## config.mk

```make
export PLATFORM = sky130hd
export DESIGN_NAME = switch_crossbar_scheduler
export DESIGN_NICKNAME = d
export VERILOG_FILES = /design/src/rtl/switch_crossbar_scheduler.sv
export SDC_FILE = /design/constraint.sdc
export NUM_CORES = 1
export LEC_CHECK = 0
export CAP_MARGIN = 20
export CORE_MARGIN = 3
export CORE_UTILIZATION = 30
export CTS_BUF_LIST = sky130_fd_sc_hd__clkbuf_16
export DETAILED_ROUTE_END_ITERATION = 8
export RECOVER_POWER = 50
export SYNTH_ARGS = -nofsm -noshare
export SYNTH_HDL_FRONTEND = slang
export SYNTH_SLANG_ARGS = --single-unit
```

## constraint.sdc

```tcl
create_clock -name clk -period 9.5 [get_ports clk]
set_clock_uncertainty 0.15 [all_clocks]
set_input_delay 2.85 -clock clk [delete_from_list [all_inputs] [get_ports clk]]
set_output_delay 2.85 -clock clk [all_outputs]
set_load 0.005 [all_outputs]
```

## src/rtl/switch_crossbar_scheduler.sv

```systemverilog
// Packet-granular crossbar connection scheduler: all-or-nothing output allocation
// with round-robin priority, release on tlast, and an optional stall watchdog.
module switch_crossbar_scheduler #(
  parameter int unsigned RADIX         = 4,
  parameter int unsigned TIMEOUT       = 0,
  parameter int unsigned TIMEOUT_WIDTH = 16
) (
  input  logic                     clk,
  input  logic                     rst,
  input  logic [RADIX-1:0]         req_valid,
  input  logic [RADIX*RADIX-1:0]   req_dest,
  input  logic [RADIX-1:0]         s_axis_tvalid,
  input  logic [RADIX-1:0]         s_axis_tready,
  input  logic [RADIX-1:0]         s_axis_tlast,
  input  logic [RADIX-1:0]         out_enable,
  output logic [RADIX-1:0]         grant,
  output logic [RADIX*RADIX-1:0]   conn,
  output logic [RADIX-1:0]         out_busy,
  output logic [RADIX-1:0]         zero_dest_err,
  output logic [RADIX-1:0]         timeout_pulse
);

  localparam int unsigned PTR_W = (RADIX > 1) ? $clog2(RADIX) : 1;
  localparam int unsigned CNT_W = TIMEOUT_WIDTH;
  localparam int          R     = RADIX;

  logic [RADIX-1:0]       grant_q, grant_d;
  logic [RADIX-1:0]       dmask_q [RADIX];
  logic [RADIX-1:0]       dmask_d [RADIX];
  logic [CNT_W-1:0]       idle_q  [RADIX];
  logic [CNT_W-1:0]       idle_d  [RADIX];
  logic [PTR_W-1:0]       rr_q, rr_d;
  logic [RADIX-1:0]       out_busy_q, out_busy_d;
  logic [RADIX*RADIX-1:0] conn_q, conn_d;
  logic [RADIX-1:0]       zerr_q, zerr_d;
  logic [RADIX-1:0]       tpulse_q, tpulse_d;

  logic [RADIX-1:0]       dest_a [RADIX];
  logic [RADIX-1:0]       new_grant;
  logic [RADIX-1:0]       claimed;
  logic [RADIX-1:0]       release_c;
  logic                   found;
  int                     sel;

  // Next-state: round-robin allocation, release, watchdog and derived outputs
  always_comb begin
    new_grant  = '0;
    claimed    = '0;
    found      = 1'b0;
    sel        = 0;
    rr_d       = rr_q;
    grant_d    = grant_q;
    tpulse_d   = '0;
    zerr_d     = '0;
    out_busy_d = '0;
    conn_d     = '0;
    release_c  = s_axis_tvalid & s_axis_tready & s_axis_tlast & grant_q;

    for (int i = 0; i < R; i++) begin
      dest_a[i]  = req_dest[i*R +: R];
      dmask_d[i] = dmask_q[i];
      idle_d[i]  = idle_q[i];
    end

    // Scan starting at rr_q; claimed keeps same-cycle winners disjoint
    for (int k = 0; k < R; k++) begin
      sel = int'(rr_q) + k;
      if (sel >= R) sel = sel - R;
      for (int i = 0; i < R; i++) begin
        if (i == sel && req_valid[i] && !grant_q[i] && (dest_a[i] != '0) &&
            ((dest_a[i] & (out_busy_q | claimed | ~out_enable)) == '0)) begin
          new_grant[i] = 1'b1;
          claimed      = claimed | dest_a[i];
          if (!found) begin
            rr_d  = PTR_W'((i + 1) % R);
            found = 1'b1;
          end
        end
      end
    end

    for (int i = 0; i < R; i++) begin
      zerr_d[i] = req_valid[i] & ~grant_q[i] & (dest_a[i] == '0);
      if (grant_q[i]) begin
        // A tlast release takes precedence over a coincident timeout
        if (release_c[i]) begin
          grant_d[i] = 1'b0;
          idle_d[i]  = '0;
        end else if (TIMEOUT != 0 && idle_q[i] == CNT_W'(TIMEOUT)) begin
          grant_d[i]  = 1'b0;
          tpulse_d[i] = 1'b1;
          idle_d[i]   = '0;
        end else if (TIMEOUT == 0 || s_axis_tvalid[i]) begin
          idle_d[i] = '0;
        end else begin
          idle_d[i] = idle_q[i] + CNT_W'(1);
        end
      end else begin
        grant_d[i] = new_grant[i];
        idle_d[i]  = '0;
        if (new_grant[i]) dmask_d[i] = dest_a[i];
      end
    end

    for (int i = 0; i < R; i++) begin
      if (grant_d[i]) out_busy_d = out_busy_d | dmask_d[i];
      for (int m = 0; m < R; m++) begin
        conn_d[m*R + i] = grant_d[i] & dmask_d[i][m];
      end
    end
  end

  always_ff @(posedge clk) begin
    if (!rst) begin
      grant_q    <= '0;
      rr_q       <= '0;
      out_busy_q <= '0;
      conn_q     <= '0;
      zerr_q     <= '0;
      tpulse_q   <= '0;
      for (int i = 0; i < R; i++) begin
        dmask_q[i] <= '0;
        idle_q[i]  <= '0;
      end
    end else begin
      grant_q    <= grant_d;
      rr_q       <= rr_d;
      out_busy_q <= out_busy_d;
      conn_q     <= conn_d;
      zerr_q     <= zerr_d;
      tpulse_q   <= tpulse_d;
      for (int i = 0; i < R; i++) begin
        dmask_q[i] <= dmask_d[i];
        idle_q[i]  <= idle_d[i];
      end
    end
  end

  assign grant         = grant_q;
  assign conn          = conn_q;
  assign out_busy      = out_busy_q;
  assign zero_dest_err = zerr_q;
  assign timeout_pulse = tpulse_q;

endmodule

```

==> reports/qor.csv <==
metric,value,unit
vias per cell,6.24,
I/O pin total,70,
relative slew slack,46.6,%
DRT iter0 DRCs,563,
"critical path fanouts, max",9,
# nets final,598,
first-pass GRT wire length,25.0,mm
vias in the first global route,4418,
CTS H-tree depth,2,
Setup CP Type,input port to flop,
Gate power share,48.7,%
Post-CTS Setup Inserts,0,
DRT Wirelength,16.1,mm
Hold WS,0.307,ns
post-synthesis cell count,498,
switch share,42.5,%
Worst Path Required,9.50,ns
critical path data arrival time,8.77,ns
CTS tree,done,
# DRC,0,
sequential fraction of the synthesis area,24.3,%
M1 WL,6.59,mm
clock latency on the worst-skew pair,0.29,ns
clock buffer depth,2,
fraction of registers with async set or reset after synthesis,0,%
Die ar.,14000,um2
clock root buffer,clkbuf_16,
peak supply drop,95.3,uV
TritonCTS Buffers,5,
fin crit share,92.3,%
post-synthesis register bit count,46,
clock slew at reported path FFs,0.07,ns
Worst Setup Start Kind,input port,
post-DR wirelength/cell,22.1,um
power density over the cells,173,nW/um2
"commonest non-fill, non-tap cell in the layout",nand2_1,
core area,12200,um2
fmax,0.114,GHz
Fin. Hold Viols,0,
ANT nets after route,0,
"setup slack, reg-to-reg",3.57,ns
hold_buf cts,0,
WHS Path Cells,2,
synthesized area,3790,um2
reg-to-reg endpoint,out_busy[0]$_SDFF_PN0_,
Reg2Reg Launch Point,out_busy[3]$_SDFF_PN0_,
Clock Power Share,21.7,%
Die Y,118,um
fillcell total,1309,
Area growth syn-to-layout,25.7,%
hold_sp,dmask_q[3][2]$_SDFF_PN0_,
distinct cell type count after synthesis,84,
Max-Cap Viols,0,
Post-synth EDFFs,0,
largest net degree at the start of global routing,30,
initial antenna violation count,0,
DIE WIDTH,118,um
Setup TNS Final,0,ns
switching pwr,350,uW
status,"finished, final reports clean",
gr usage total,22.4,%
CTS sink cnt,46,
leakage power,0.00188,uW
met3 WL,1.64,mm
syn_area_per_cell,7.62,um2
Top Layer Used,met4,
PostCTS Resize Cnt,0,
final period demand of the worst path,8.77,ns
final setup vio count,0,
Ys Warns,0,
RSZ-0062 raised after global routing,false,
Pint,474,uW
diode count,0,
Port Buffers,65,
path depth of the worst reg2reg path,15,
"commonest non-fill, non-tap cells in the layout","48 x nand2_1, 46 x dfxtp_1, 35 x clkdlybuf4s50_1, 34 x nor2_1, 33 x a21oi_1",
DR pass1 iterations,6,
max-slew violation count,0,
Post-synth top flop,dfxtp_1,
Hold Path End,dmask_q[3][2]$_SDFF_PN0_,
row cnt,40,
HP Class,flop to flop,
routed vias,4549,
GRT overflow,0,
Least-Margin Pin Slew,0.792,ns
DR WL met2,7.15,mm
share of layout cells above drive strength 1,9.80,%
hpwl dp,12.7,mm
Worst setup EP type,flop,
Starting Density,31.1,%
RD Place Congestion,1.03,
Flop pwr share,29.6,%
cell type report:
type | count | area, um2 | share of cell area, %
inverter | 31 | 116 | 2.44
multi-input combinational | 394 | 2590 | 54.4
timing repair buffer | 82 | 778 | 16.3
tap | 168 | 210 | 4.41
sequential | 46 | 921 | 19.3
clock inverter | 3 | 25.0 | 0.525
clock buffer | 5 | 125 | 2.62
per-stage QoR:
| stage | cell area [um2] | cells | setup WS (ns) | util, % | power [uW] |
|---|---|---|---|---|---|
| after CTS | 4790 | 729 | 1.10 | 39.3 | 824 |
| final | 4770 | 729 | 0.730 | 39.1 | 824 |
| after floorplan | 3810 | 501 | 2.39 | - | 503 |
| after detailed placement | 4640 | 721 | 0.842 | 38.0 | 645 |
| after global routing | 4770 | 729 | 0.382 | 39.1 | 869 |
| after global placement | 4640 | 721 | 0.809 | 38.0 | 647 |
layer usage:
metal | track usage [%] | up-vias
met4 | 9.05 | 0
met3 | 4.83 | 75
met5 | 0 | -
li1 | - | 2040
met2 | 35.5 | 300
met1 | 29.6 | 2134
registers in the layout, summed over array words and instances, names as in the netlist:
name	flops
dmask_q	16
rr_q	2
conn	16
grant	4
zero_dest_err	4
out_busy	4
power groups by stage:
stage	Clock, uW	Sequential (uW)	Combinational, uW
5_1_grt	191	248	429
3_5_place_dp	0	249	396
3_3_place_gp	0	248	399
4_1_cts	182	244	398
6_report	179	244	401
2_1_floorplan	0	242	261
critical path: stages:
cell and delay [ns]:
dlygate4sd3_1 0.70, or4_4 0.60, o2111a_4 0.18, a31o_1 0.23, a221oi_1 0.40, o32ai_1 0.22, o31ai_2 0.59, a21oi_1 0.29
o31ai_2 0.27, o211ai_2 0.22, nor4b_2 0.62, o21ai_1 0.20, o2111a_1 0.19, or4_1 0.66, a32oi_1 0.37, o2111ai_1 0.15
worst max-delay path by stage:
stage / from / endpoint / slack (ns) / cells after the start
4_1_cts: req_dest[5] / out_busy[0]$_SDFF_PN0_ / 1.10 / 16
2_1_floorplan: req_dest[0] / grant[3]$_SDFF_PN0_ / 2.39 / 17
5_1_grt: req_dest[5] / out_busy[0]$_SDFF_PN0_ / 0.38 / 16
6_report: req_dest[1] / out_busy[0]$_SDFF_PN0_ / 0.73 / 16
3_3_place_gp: req_dest[9] / out_busy[1]$_SDFF_PN0_ / 0.81 / 17
3_5_place_dp: req_dest[5] / out_busy[0]$_SDFF_PN0_ / 0.84 / 16
cell families (layout without fill, tap and decap cells):
group / Yosys count / in the layout / share of synthesized area [%]
other cells: 1 / 4 / 0.0988
flops: 46 / 46 / 24.3
simple gates: 191 / 191 / 27.2
buf+inv: 61 / 121 / 7.02
compound gates: 191 / 191 / 39.3
mux: 8 / 8 / 2.11
Yosys cell counts (10+ instances only):
cell	n	area (um2)
nand2_1	48	180
dfxtp_1	46	921
nor2_1	34	128
a21oi_1	33	165
inv_1	29	109
o21ai_0	23	115
clkbuf_1	18	67.6
nand3_1	16	80.1
a31oi_1	14	87.6
o211ai_1	12	90.1
and3_1	11	68.8
and2_1	10	62.6
Note: power is estimated with default switching activity, not from simulation.
